<file path="src/rtl/clk_div_ctrl_pkg.sv">
// Shared types for the clk_div ratio-change controller.
// FSM encodings and the smallest legal divide ratio.
package clk_div_ctrl_pkg;

   typedef enum logic [1:0] {
      ST_RESET,
      ST_SETTLE,
      ST_RUN,
      ST_DRAIN
   } state_e;

   localparam int MIN_RATIO = 2;

endpackage

</file>
<file path="src/rtl/clk_div_ctrl_period_cnt.sv">
// Shadow of the clk_div position counter.
// Flags the wrap edge of each divided period.
module clk_div_ctrl_period_cnt
   import clk_div_ctrl_pkg::*;
#(
   parameter int RATIO_WIDTH = 8
) (
   input  logic                   clk_i,
   input  logic                   rst_i,
   input  logic                   run_i,
   input  logic [RATIO_WIDTH-1:0] ratio_i,
   output logic                   wrap_o
);

   logic [RATIO_WIDTH-1:0] cnt_q;
   logic [RATIO_WIDTH-1:0] cnt_d;

   assign wrap_o = run_i && (cnt_q == ratio_i - RATIO_WIDTH'(1));

   always_comb begin
      cnt_d = cnt_q + RATIO_WIDTH'(1);
      if (!run_i || wrap_o) begin
         cnt_d = '0;
      end
   end

   always_ff @(posedge clk_i) begin
      if (rst_i) begin
         cnt_q <= '0;
      end else begin
         cnt_q <= cnt_d;
      end
   end

endmodule

</file>
<file path="src/rtl/clk_div_ctrl.sv">
// Ratio-change sequencer for one clk_div instance: drain, reset,
// settle, then re-enable the downstream clock gate and report lock.
module clk_div_ctrl
   import clk_div_ctrl_pkg::*;
#(
   parameter int RATIO_WIDTH    = 8,
   parameter int DEFAULT_RATIO  = 2,
   parameter int RST_CYCLES     = 2,
   parameter int SETTLE_PERIODS = 2
) (
   input  logic                   i_clk,
   input  logic                   i_rst,
   input  logic                   i_req_valid,
   input  logic [RATIO_WIDTH-1:0] i_req_ratio,
   output logic                   o_req_ready,
   output logic                   o_req_err,
   output logic [RATIO_WIDTH-1:0] o_div_ratio,
   output logic                   o_div_rst_n,
   output logic                   o_clk_en,
   output logic                   o_locked
);

   localparam int RCW = $clog2(RST_CYCLES + 1);
   localparam int PCW = $clog2(SETTLE_PERIODS + 1);

   state_e                 state_q, state_d;
   logic [RCW-1:0]         rcnt_q, rcnt_d;
   logic [PCW-1:0]         pcnt_q, pcnt_d;
   logic [RATIO_WIDTH-1:0] pend_q, pend_d;
   logic [RATIO_WIDTH-1:0] ratio_q, ratio_d;
   logic                   rstn_q, rstn_d;
   logic                   en_q, en_d;
   logic                   lock_q, lock_d;
   logic                   rdy_q, rdy_d;
   logic                   err_q, err_d;
   logic                   wrap;
   logic                   accept;

   clk_div_ctrl_period_cnt #(
      .RATIO_WIDTH(RATIO_WIDTH)
   ) u_period_cnt (
      .clk_i  (i_clk),
      .rst_i  (i_rst),
      .run_i  (rstn_q),
      .ratio_i(ratio_q),
      .wrap_o (wrap)
   );

   assign accept = i_req_valid && rdy_q;

   always_comb begin
      state_d = state_q;
      rcnt_d  = rcnt_q;
      pcnt_d  = pcnt_q;
      pend_d  = pend_q;
      ratio_d = ratio_q;
      rstn_d  = rstn_q;
      en_d    = en_q;
      lock_d  = lock_q;
      rdy_d   = rdy_q;
      err_d   = 1'b0;
      unique case (state_q)
         ST_RESET: begin
            if (rcnt_q == RCW'(RST_CYCLES - 1)) begin
               state_d = ST_SETTLE;
               rcnt_d  = '0;
               rstn_d  = 1'b1;
            end else begin
               rcnt_d = rcnt_q + RCW'(1);
            end
         end
         ST_SETTLE: begin
            if (wrap) begin
               if (pcnt_q == PCW'(SETTLE_PERIODS - 1)) begin
                  state_d = ST_RUN;
                  pcnt_d  = '0;
                  en_d    = 1'b1;
                  lock_d  = 1'b1;
                  rdy_d   = 1'b1;
               end else begin
                  pcnt_d = pcnt_q + PCW'(1);
               end
            end
         end
         ST_RUN: begin
            if (accept) begin
               if (i_req_ratio < RATIO_WIDTH'(MIN_RATIO)) begin
                  err_d = 1'b1;
               end else if (i_req_ratio != ratio_q) begin
                  state_d = ST_DRAIN;
                  pend_d  = i_req_ratio;
                  lock_d  = 1'b0;
                  rdy_d   = 1'b0;
               end
            end
         end
         ST_DRAIN: begin
            // Gate only at a period boundary so no runt pulse escapes.
            if (wrap) begin
               state_d = ST_RESET;
               en_d    = 1'b0;
               rstn_d  = 1'b0;
               ratio_d = pend_q;
            end
         end
         default: begin
            state_d = ST_RESET;
         end
      endcase
   end

   always_ff @(posedge i_clk) begin
      if (i_rst) begin
         state_q <= ST_RESET;
         rcnt_q  <= '0;
         pcnt_q  <= '0;
         pend_q  <= RATIO_WIDTH'(DEFAULT_RATIO);
         ratio_q <= RATIO_WIDTH'(DEFAULT_RATIO);
         rstn_q  <= 1'b0;
         en_q    <= 1'b0;
         lock_q  <= 1'b0;
         rdy_q   <= 1'b0;
         err_q   <= 1'b0;
      end else begin
         state_q <= state_d;
         rcnt_q  <= rcnt_d;
         pcnt_q  <= pcnt_d;
         pend_q  <= pend_d;
         ratio_q <= ratio_d;
         rstn_q  <= rstn_d;
         en_q    <= en_d;
         lock_q  <= lock_d;
         rdy_q   <= rdy_d;
         err_q   <= err_d;
      end
   end

   assign o_req_ready = rdy_q;
   assign o_req_err   = err_q;
   assign o_div_ratio = ratio_q;
   assign o_div_rst_n = rstn_q;
   assign o_clk_en    = en_q;
   assign o_locked    = lock_q;

endmodule
</file>
<file path="config.mk">
export PLATFORM = sky130hd
export DESIGN_NAME = clk_div_ctrl
export DESIGN_NICKNAME = d
export VERILOG_FILES = /design/src/rtl/clk_div_ctrl_pkg.sv /design/src/rtl/clk_div_ctrl_period_cnt.sv /design/src/rtl/clk_div_ctrl.sv
export SDC_FILE = /design/constraint.sdc
export NUM_CORES = 1
export LEC_CHECK = 0
export ABC_CLOCK_PERIOD_IN_PS = 2700
export BUFFER_PORTS_ARGS = -buffer_cell sky130_fd_sc_hd__buf_2
export CAP_MARGIN = 20
export CORE_ASPECT_RATIO = 0.6
export CORE_UTILIZATION = 55
export DETAILED_ROUTE_END_ITERATION = 12
export MAX_ROUTING_LAYER = met4
export PLACE_DENSITY = 0.76
export SKIP_LAST_GASP = 1
export SLEW_MARGIN = 0
export SYNTH_ARGS = -nofsm -noshare
export SYNTH_HDL_FRONTEND = slang
export SYNTH_SLANG_ARGS = --single-unit
</file>
<file path="constraint.sdc">
create_clock -name i_clk -period 2.7 [get_ports i_clk]
set_input_delay 0.54 -clock i_clk [delete_from_list [all_inputs] [get_ports i_clk]]
set_output_delay 0.54 -clock i_clk [all_outputs]
set_load 0.005 [all_outputs]
</file>
==> impl_metrics.yaml <==
power:
  p_sw_w: 0.000376
  comb_power_share_pct: 22.1
  intPower_w: 0.000850
  peakVddDrop_mv: 0.479
  power_density_mw_per_mm2: 589
  pwr-share-clk_pct: 31.0
  switching_share_pct: 30.7
  power_frac_seq_pct: 46.9
  leakage_nw: 0.943
route:
  wire_per_inst_um: 14.7
  via_per_inst: 5.55
  drc: 0
  antenna_left: 0
  vias: 1476
  dr.pass1.iters: 4
  drt_iter0_markers: 99
  drt-total-wl_um: 3910
floorplanning:
  die_h_um: 47.2
  core_mm2: 0.00306
  ioPinCount: 24
  die_w_um: 77.4
  initial_utilization_pct: 61.3
  rows: 15
  dieArea_mm2: 0.00365
flow_run:
  cap_violations: 0
cts:
  clk_pin_slew_ns: 0.07
  numCtsBuffers: 5
  cts_tree: "built"
  clk_path_buf_depth: 2
  clk_root_buffer_cell: "clkbuf_8"
  postCtsHoldBufs: 0
  ctsResizeCount: 0
  clock_sinks: 34
  clkLatencyLatePin_ns: 0.28
  post_cts_buffers: 0
  htree_levels: 2
yosys:
  synth-edff-count: 0
  ys_seq_elements: 34
  post_synth_num_cell_types: 46
  syn_area_per_cell_um2: 9.42
  netlist_instances: 199
  synthFlopType: "dfxtp_1"
  ys_top_cells_by_area: "dfxtp_1 36%, mux2i_1 8.0%, xor2_1 7.0%"
  synth_top_area_share_pct: 36.3
  yosys_warnings: 0
  ys_async_sr_fraction_pct: 0
  synth_top_area_cell: "dfxtp_1"
  syn_nets: 217
  netlist_area_mm2: 0.00187
  ys_seq_area_share_pct: 36.3
global_route:
  antenna_found_initial: 0
  grt_pass1_vias: 1417
  grt_max_degree: 28
  grt_pass1_wl_um: 6590
  grtUsageTotal_pct: 25.4
  overflow: 0
critical_path:
  critPathLaunchType: "flop"
  cp-startpoint: "o_div_ratio[0]"
  crit_arrival_ns: 2.62
  worstPathRequired_ns: 2.88
  crit_path_max_fanout: 5
  path_class: "flop to flop"
  rr_startpoint: "o_div_ratio[0]"
  cp-end-kind: "flop"
sta:
  hold_slack_ns: 0.445
  slew_headroom_pct: 62.0
  clock_skew_ns: 0.00426
  slew_viol_final: 0
  hold_violations: 0
  final-setup-viol-count: 0
  period_needed_ns: 2.44
  period_share_pct: 90.3
  rsz0062_at_grt: "false"
  fmax_mhz: 410
  fin_setup_tns_ns: 0
  max_slew.worst_pin.slew_ns: 0.565
place:
  gp_congestion: 0.829
  io_buffers: 23
  dp.final_hpwl_um: 3090
layout:
  syn2layout_area_growth_pct: 11.0
  nets: 241
  diodes: 0
  drive_gt1_share_pct: 19.6
hold_path:
  worstHoldPathType: "flop to flop"
  hold_start: "rcnt_q[1]"
outcome:
  outcome: "finished clean"
path summary, 6_finish.rpt:
path / endpoint / slack (ns) / cells past startpoint
worst max-delay path: o_req_ready / 0.26 / 8
worst min-delay path: rcnt_q[1] / 0.44 / 2
worst max register to register: o_req_ready / 0.26 / 8
worst min register to register: rcnt_q[1] / 0.44 / 2
cell usage in the layout (no fill, tap or decap), types with 2 or more instances in the layout:
cell type	Yosys	routed
a211o_1	2	2
a211oi_1	3	3
and3_1	2	2
buf_2	0	23
buf_4	5	6
clkbuf_8	1	6
dfxtp_1	34	34
ha_1	7	7
inv_1	12	12
mux2i_1	15	15
nand2_1	4	4
nand3_1	9	9
nand4b_1	2	2
nor2_1	34	34
nor3_1	4	4
nor4_1	6	6
o2111ai_1	2	2
o21ai_0	3	3
o221ai_1	2	2
xnor2_1	8	8
xor2_1	15	15
sequential cells by signal, summed over array words and instances, names as in the netlist:
signal	count
o_req_ready	1
o_div_ratio	8
rcnt_q	2
o_req_err	1
u_period_cnt.cnt_q	8
pend_q	8
o_clk_en	1
state_q	2
pcnt_q	2
o_div_rst_n	1
cells by family after synthesis:
kind of cell	count (synthesis)	share of synthesized area, %
flip-flops	34	36.3
buffers and inverters	24	7.61
AO/OA/AOI/OAI	25	12.2
AND/OR/NAND/NOR	70	19.2
multiplexers	15	8.01
adder cells (fa/ha/maj)	7	4.67
XOR/XNOR	24	11.9
cells in the mapped netlist (2+ instances only):
| cell | count |
|---|---|
| a211o_1 | 2 |
| a211oi_1 | 3 |
| and3_1 | 2 |
| buf_4 | 5 |
| buf_6 | 3 |
| clkbuf_1 | 2 |
| dfxtp_1 | 34 |
| ha_1 | 7 |
| inv_1 | 12 |
| mux2i_1 | 15 |
| nand2_1 | 4 |
| nand3_1 | 9 |
| nand4b_1 | 2 |
| nor2_1 | 34 |
| nor3_1 | 4 |
| nor4_1 | 6 |
| o2111ai_1 | 2 |
| o21ai_0 | 3 |
| o221ai_1 | 2 |
| xnor2_1 | 8 |
| xor2_1 | 15 |
per-layer routing:
| metal | track usage [%] | vias up | share of wire (%) |
|---|---|---|---|
| li1 | - | 743 | - |
| met2 | 37.9 | 44 | 40 |
| met4 | 7.92 | 0 | 0.44 |
| met5 | - | - | 0 |
| met1 | 32.5 | 686 | 52 |
| met3 | 8.93 | 3 | 7.0 |
final cells by class:
class	count	area (µm²)
Sequential cell	34	681
Tap cell	42	52.6
Clock buffer	7	86.3
Timing Repair Buffer	29	160
Inverter	12	45.0
Multi-Input combinational cell	141	1050
Clock inverter	1	5.00
Fill cell	253	978
critical path, stage by stage (launching register included):
cell and delay (ns):
dfxtp_1 0.34, inv_1 0.05, ha_1 0.30, xnor2_1 0.13, a311o_1 0.36, a2111oi_4 0.44
o211ai_2 0.15, a211o_1 0.31, a32o_1 0.26
power by group through the flow:
stage / registers (W) / logic [W] / clock network (W)
floorplan: 0.000565 / 0.000225 / 0
finish: 0.000575 / 0.000271 / 0.000380
detailed placement: 0.000585 / 0.000268 / 0
global placement: 0.000581 / 0.000260 / 0
CTS: 0.000574 / 0.000269 / 0.000390
global route: 0.000580 / 0.000308 / 0.000413
stage by stage:
| step | util (%) | power, W | setup slack, ns | std cells | instance area (µm²) |
|---|---|---|---|---|---|
| CTS | 68.0 | 0.00123 | 0.251 | 266 | 2080 |
| global route | 68.0 | 0.00130 | 0.154 | 266 | 2080 |
| global placement | 65.0 | 0.000841 | 0.284 | 258 | 1990 |
| finish | 68.0 | 0.00123 | 0.263 | 266 | 2080 |
| detailed placement | 65.0 | 0.000854 | 0.120 | 258 | 1990 |
| floorplan | - | 0.000789 | 0.238 | 199 | 1870 |
Power figures use the tool's default switching activity.
